File: src/rtl/riscv_pkg.sv
// Shared core definitions: datapath widths, register-file state encoding and ALU control codes.
package riscv_pkg;

    localparam int XLEN       = 32;
    localparam int REG_ADDR_W = 5;

    typedef logic [REG_ADDR_W-1:0] reg_idx_t;

    typedef enum logic {
        RF_RUN     = 1'b0,
        RF_HALTED  = 1'b1
    } rf_state_e;

    // ALU control encodings shared with RISCVALU
    localparam logic [3:0] ALU_AND = 4'd0;
    localparam logic [3:0] ALU_OR  = 4'd1;
    localparam logic [3:0] ALU_ADD = 4'd2;
    localparam logic [3:0] ALU_SUB = 4'd6;
    localparam logic [3:0] ALU_SLT = 4'd7;
    localparam logic [3:0] ALU_NOR = 4'd12;

endpackage

File: src/rtl/riscv_regfile_rdport.sv
// One combinational read port: x0 / range masking and, with REGFILE_BYPASS_EN, write-first forwarding.
module riscv_regfile_rdport #(
    parameter int XLEN   = 32,
    parameter int NREGS  = 32,
    parameter int ADDR_W = 5
) (
    input  logic [ADDR_W-1:0]           addr,
    input  logic [NREGS-1:0][XLEN-1:0]  regs,
    input  logic                        commit,
    input  logic [ADDR_W-1:0]           wr_addr,
    input  logic [XLEN-1:0]             wr_data,
    output logic [XLEN-1:0]             data
);

    always_comb begin
        data = '0;
        if (addr != '0 && 32'(addr) < NREGS) begin
            data = regs[addr];
`ifdef REGFILE_BYPASS_EN
            // commit already excludes x0, HALTED and reset, so forwarding needs no extra gating
            if (commit && addr == wr_addr)
                data = wr_data;
`endif
        end
    end

`ifndef REGFILE_BYPASS_EN
    logic unused_byp;
    assign unused_byp = ^{commit, wr_addr, wr_data};
`endif

endmodule

File: src/rtl/riscv_regfile.sv
// Integer register file x0..x31 with RUN/HALTED write gating and a saturating commit counter.
// Optional macro: REGFILE_BYPASS_EN (write-first read ports); default build is read-first.
module riscv_regfile #(
    parameter int XLEN   = 32,
    parameter int NREGS  = 32,
    parameter int ADDR_W = 5
) (
    input  logic              clk,
    input  logic              reset,
    input  logic [ADDR_W-1:0] rs1_addr,
    input  logic [ADDR_W-1:0] rs2_addr,
    output logic [XLEN-1:0]   rs1_data,
    output logic [XLEN-1:0]   rs2_data,
    input  logic              we,
    input  logic [ADDR_W-1:0] rd_addr,
    input  logic [XLEN-1:0]   rd_data,
    input  logic              last_instr_flag_in,
    output logic              halted,
    output logic [15:0]       wr_count
);

    import riscv_pkg::*;

    logic [NREGS-1:0][XLEN-1:0] regs;
    rf_state_e                  state;
    logic                       commit;

    // reset is folded in so the bypass path is also inert while reset is held
    assign commit = reset && we && (state == RF_RUN) &&
                    (rd_addr != '0) && (32'(rd_addr) < NREGS);
    assign halted = (state == RF_HALTED);

    always_ff @(posedge clk) begin
        if (!reset) begin
            regs     <= '0;
            state    <= RF_RUN;
            wr_count <= '0;
        end else begin
            if (commit) begin
                regs[rd_addr] <= rd_data;
                if (wr_count != 16'hFFFF)
                    wr_count <= wr_count + 16'd1;
            end
            if (state == RF_RUN && last_instr_flag_in)
                state <= RF_HALTED;
        end
    end

`ifdef SIMULATION
    always @(posedge clk) begin
        if (commit)
            $display("[RF] x%0d <= %h", rd_addr, rd_data);
        if (reset && state == RF_RUN && last_instr_flag_in)
            $display("[RF] HALTED");
    end
`endif

    riscv_regfile_rdport #(.XLEN(XLEN), .NREGS(NREGS), .ADDR_W(ADDR_W)) u_rd1 (
        .addr    (rs1_addr),
        .regs    (regs),
        .commit  (commit),
        .wr_addr (rd_addr),
        .wr_data (rd_data),
        .data    (rs1_data)
    );

    riscv_regfile_rdport #(.XLEN(XLEN), .NREGS(NREGS), .ADDR_W(ADDR_W)) u_rd2 (
        .addr    (rs2_addr),
        .regs    (regs),
        .commit  (commit),
        .wr_addr (rd_addr),
        .wr_data (rd_data),
        .data    (rs2_data)
    );

endmodule

File: config.mk
export PLATFORM = sky130hd
export DESIGN_NAME = riscv_regfile
export DESIGN_NICKNAME = d
export VERILOG_FILES = /design/src/rtl/riscv_pkg.sv /design/src/rtl/riscv_regfile_rdport.sv /design/src/rtl/riscv_regfile.sv
export SDC_FILE = /design/constraint.sdc
export NUM_CORES = 2
export LEC_CHECK = 0
export CORE_MARGIN = 5
export CORE_UTILIZATION = 50
export CTS_CLUSTER_DIAMETER = 30
export DETAILED_ROUTE_END_ITERATION = 16
export PLACE_DENSITY = 0.64
export SLEW_MARGIN = 40
export SYNTH_ARGS = -nofsm -noshare
export SYNTH_HDL_FRONTEND = slang
export SYNTH_SLANG_ARGS = --single-unit
File: constraint.sdc
create_clock -name clk -period 3.1 [get_ports clk]
set_input_delay 0.31 -clock clk [delete_from_list [all_inputs] [get_ports clk]]
set_output_delay 0.31 -clock clk [all_outputs]
set_load 0.005 [all_outputs]
== Word level (Yosys, flattened, before mapping) ==
Index checks and enable logic that the tools add are counted.

* Flip-flop bits (word level): 1041
* Input bits: 51
* Output and inout bits: 81
* Word-level logic and storage cells: 59

* Add/subtract/negate cells: 1
* $lt $le $gt $ge: 4
* Equality and inequality tests: 1
* Mux-type cells: 9
* Bitwise gates (word level): 1
* Reduce and logical (&&, ||, !) cells: 9

{| class="wikitable"
|+ Operators by type and width
! kind !! count
|-
| 1024-bit bitwise mux || 1
|-
| 32-bit binary-select mux with 5-bit select || 2
|-
| 32-bit demux with 5-bit select || 1
|-
| 32-bit 2-to-1 mux || 5
|-
| 5-bit by 6-bit < comparator with 1-bit output (second input constant) || 3
|-
| 16-bit by 1-bit adder with 16-bit output (second input constant) || 1
|-
| 16-bit inequality test (second input constant) || 1
|-
| 5-bit nonzero test || 3
|-
| 5-bit by 1-bit greater-or-equal comparator with 1-bit output (second input constant) || 1
|-
| 1-bit logical AND || 5
|-
| 2-bit AND reduction || 1
|-
| 1-bit NOT || 1
|}

== Logic depth before layout (Yosys ltp) ==
* Depth after elaboration: 5
* Mapped depth: 9

== Modules after synthesis ==
Synthesis repeated with hierarchy kept, for this count alone.

* Cells, all modules: 5963
* Area total of the unflattened synthesis: 52990.8 um^2

{| class="wikitable"
|+ Modules (own cells, without submodules)
! module !! times used !! cells an instance !! area an instance (um^2) !! seq. area each (um^2)
|-
| riscv_regfile || 1 || 4635 || 36254.8 || 20840.0
|-
| riscv_regfile_rdport || 2 || 664 || 8368.0 || 0.0
|}

== Least setup slack after synthesis ==
No wires, ideal clock.

* Path kind: input to output
* Start: input rs1_addr[1]
* End: output rs1_data[10]
* Arrival time: 1738 ps
* Required time: 2790 ps
* Path slack: 1052 ps
* Stages: 6
* Buffers on the path: 3
* Path through: buf_4 -> buf_6 -> buf_2 -> mux4_2 -> a221oi_1 -> nor3_1

* Longest elaborated chain between the ends: 3

{| class="wikitable"
|+ RTL lines
! item !! RTL line !! RTL
|-
| start: declaration || riscv_regfile.sv:10 || <nowiki>input logic [ADDR_W-1:0] rs1_addr,</nowiki>
|-
| 32-bit binary-select mux with 5-bit select || riscv_regfile_rdport.sv:18 || <nowiki>data = regs[addr];</nowiki>
|-
| 32-bit 2-to-1 mux (implied by the code) || riscv_regfile_rdport.sv:18 ||
|-
| 32-bit 2-to-1 mux (*) || riscv_regfile_rdport.sv:17 || <nowiki>if (addr != '0 && 32'(addr) < NREGS) begin</nowiki>
|-
| end: declaration || riscv_regfile.sv:12 || <nowiki>output logic [XLEN-1:0] rs1_data,</nowiki>
|}

Every way passes the cells marked *; elsewhere a longest branch is shown, timed or not. The select of a mux whose other input is x is not followed.

== Final worst setup path ==
* Start: input rs2_addr[4]
* End: output rs2_data[27]

* Longest elaborated chain between the ends: 3

{| class="wikitable"
|+ RTL lines
! item !! RTL line !! RTL
|-
| start: declaration || riscv_regfile.sv:11 || <nowiki>input logic [ADDR_W-1:0] rs2_addr,</nowiki>
|-
| 32-bit binary-select mux with 5-bit select || riscv_regfile_rdport.sv:18 ||
|-
| 32-bit 2-to-1 mux (implied by the code) || riscv_regfile_rdport.sv:18 ||
|-
| 32-bit 2-to-1 mux (*) || riscv_regfile_rdport.sv:17 ||
|-
| end: declaration || riscv_regfile.sv:13 || <nowiki>output logic [XLEN-1:0] rs2_data,</nowiki>
|}

Marks and branches as above.

==> impl_metrics.tcl <==
set metrics [dict create \
    cts-buffers-inserted 215 \
    cells_taking_the_most_area_after_synthesis "dfxtp_1, mux4_2, nand2_1, a21oi_1, mux2_2" \
    die_area_um2 111000 \
    crit_chain "dlygate4sd2_1 -> nand2b_1 -> or2_2 -> buf_4 -> o221ai_1 -> a211oi_1 -> clkdlybuf4s50_1" \
    hold-path-endpoint "halted" \
    worst_pin_slew_ns 0.762 \
    clock-skew-final_ns 0.0262 \
    post-cts-setup-buffers 0 \
    timing.max_slew.rel_slack_pct 49.2 \
    finalInstanceArea_um2 65900 \
    tritoncts "done" \
    synth_top_cell_by_area "dfxtp_1" \
    cap_violations 0 \
    n_antenna_cell 0 \
    post_synth_num_cell_types 48 \
    placement.cell_area_um2 57100 \
    final_common_cell "nand2_1" \
    final_total_power_mw 41.2 \
    layout_overhead_on_the_synthesized_area_pct 26.1 \
    cp.required_ns 2.79 \
    finalWorstPathRequiredPeriod_ns 3.10 \
    worst_skew_pair.late_latency_ns 0.79 \
    classification_of_the_worst_slack_hold_path "in2reg" \
    cts.sink_count 1041 \
    initial_utilization_pct 50.4 \
    synthesis.area_um2 52300 \
    finish.cell_count_without_fillers 7525 \
    io-pin-count 132 \
    ctsHtreeMaxLevel 4 \
    port_buffers 131 \
    power_per_cell_area_nw_per_um2 625 \
    post_synth_edffs 0 \
    postSynthNetCount 5880 \
    detailedRoute.firstIterationViolations 6585 \
    mostFrequentLayoutCells "nand2_1, dfxtp_1, a21oi_1" \
    worst_ep_arrival_time_ns 2.79 \
    die_x_um 333 \
    crit_path_top_delay_cell "dlygate4sd2_1" \
    rr_startpoint "halted" \
    synthesis.area_per_instance_um2 8.97 \
    die_height_um 333 \
    route.detailed.drc 0 \
    cellLeakagePower_nw 22.6 \
    std_cell_rows 118 \
    timing.reg2reg.worst_path_depth 6 \
    yosysTopAreaCellShare_pct 39.9 \
    place_inst 7125 \
    clk_path_buf_depth 3 \
    async_flop_share_pct 0 \
    reg2reg_setup_slack_ns 0.80 \
    drive_above_1_share_pct 25.5 \
    critical_path.max_fanout 13 \
    via_count 48100 \
    postRouteWirelength_um 197000 \
    final-max-slew-violation-count 0 \
    synth_seq_cells 1041 \
    place.detailed.hpwl_um 120000 \
    dpl_worst_slack_ns -0.453 \
    core-area_um2 104000 \
    dominantRegCellSynth "dfxtp_1" \
    clk_transition_reported_paths_ns 0.05 \
    avgRoutedWirePerCell_um 26.2 \
    grtUsageTotal_pct 34.2 \
    grt_antenna_before_repair 2 \
    whs_path_depth 3 \
    nets 6008 \
    postLayoutCoreUtil_pct 63.6 \
    failed_checks "setup timing" \
    global_route_wire_length_before_repair_um 292000 \
    period_share_pct 100 \
    grt_max_degree 99 \
    worst_r2r_endpoint "regs[764]" \
    outcome "finished with violations" \
    cp_slowest_stage_delay_ns 0.59 \
    grt-ovfl-total 0 \
    setup_viol_count_final 1 \
    report.final.hold_viol_count 0 \
    worst_setup_path_start_kind "input pin" \
    drt_pre_antenna_iters 8 \
    vias_in_the_first_global_route 46400 \
    critPathCaptureType "output port" \
    criticalPathCategory "in2out" \
    gpl.final_weighted_congestion 0.914 \
    sequential_cell_area_fraction_in_the_yosys_report_pct 39.9 \
    cts-root-buf "clkbuf_16" \
    ir_worst_vdd_mv 0.581 \
    min_from "last_instr_flag_in" \
    finalWorstSetupSlack_ns -0.000332 \
    synthesis.instances 5828 \
    synth.yosys.warnings 0 \
    grt_setup_unrepaired "yes" \
    max_freq_mhz 323 \
    postRouteAntennaNets 0 \
    vias_per_cell 6.39 \
]
==> logic make-up (layout without fill, tap and decap cells) <==
kind of cell             count (synthesis)  count (layout)  share of synthesized area (%)
AND/OR/NAND/NOR                       2298            2298                           17.2
flip-flops                            1041            1041                           39.9
AO/OA/AOI/OAI                         1189            1189                           12.4
multiplexers                           698             698                           25.2
XOR/XNOR                                 9               9                          0.151
adder cells (fa/ha/maj)                  1               1                         0.0239
buffers and inverters                  592             909                           5.09
==> worst max path at each step <==
stage / startpoint / endpoint / slack, ns
after floorplan: rs1_addr[1] / rs1_data[10] / 1.05
after global placement: rs2_addr[4] / rs2_data[16] / -0.47
after detailed placement: rs2_addr[4] / rs2_data[16] / -0.45
after CTS: regs[875] / rs2_data[11] / 0.0007
after global routing: regs[625] / rs2_data[17] / -0.02
final: rs2_addr[4] / rs2_data[27] / -0.0003
==> final cells by class <==
| cell class | count | area (um^2) |
|---|---|---|
| fillers | 8229 | 37700 |
| flip-flops and latches | 1041 | 20800 |
| multi-input cells | 4195 | 30000 |
| clock inverters | 133 | 2020 |
| clock buffers | 273 | 5940 |
| inverters | 2 | 15.0 |
| repair buffers | 501 | 5390 |
| well taps | 1380 | 1730 |
==> Yosys cell counts, types with 25 or more instances <==
cell type,instances
nand2_1,2096
a221oi_1,31
dfxtp_1,1041
clkbuf_1,367
and2_1,34
nor2_1,50
nor3_1,49
a21oi_1,995
o221ai_1,32
o2111ai_1,32
mux2_2,154
a211oi_1,32
mux4_2,480
buf_2,168
o22ai_1,64
buf_4,25
mux2i_1,57
==> worst max-delay path, delay by kind of cell <==
family / cells / cell delay [ns]
compound gates: 2 / 0.62
buf+inv: 3 / 1.47
simple gates: 2 / 0.37
==> routing by layer <==
metal / GRT usage [%] / wire [um] / part of all wire (%) / up-vias
met5: 0 / 12 / 0.0061 / -
met4: 17.1 / 10400 / 5.3 / 2
met3: 9.11 / 24100 / 12 / 711
met2: 52.7 / 89100 / 45 / 3197
met1: 44.8 / 73800 / 37 / 23400
li1: - / - / - / 20800
==> power by group <==
part	internal (mW)	total, mW	leakage, nW	switching, mW
logic	1.00	2.66	10.3	1.66
registers	13.5	13.5	8.39	0.0343
clock network	17.0	25.0	3.84	8.03
total	31.4	41.2	22.6	9.72
==> state kept, by name (all words and copies together), names as in the netlist <==
| register | flops |
|---|---|
| halted | 1 |
| regs | 1024 |
| wr_count | 16 |
==> through the flow <==
stage               hold WS [ns]  setup TNS [ns]
finish                    0.0914       -0.000332
global route              0.0754         -0.0165
CTS                       0.0449               0
detailed placement         0.455           -2.02
global placement           0.448           -1.82
floorplan                  0.426               0
==> repair_timing <==
action	4_1_cts	5_1_grt
hold buffers	1	0
pin swaps	9	11
cloned	0	0
gates resized for setup	137	60
endpoints found under the setup margin	57	38
hold endpoints to repair	6	0
Note: power is estimated with default switching activity, not from simulation.
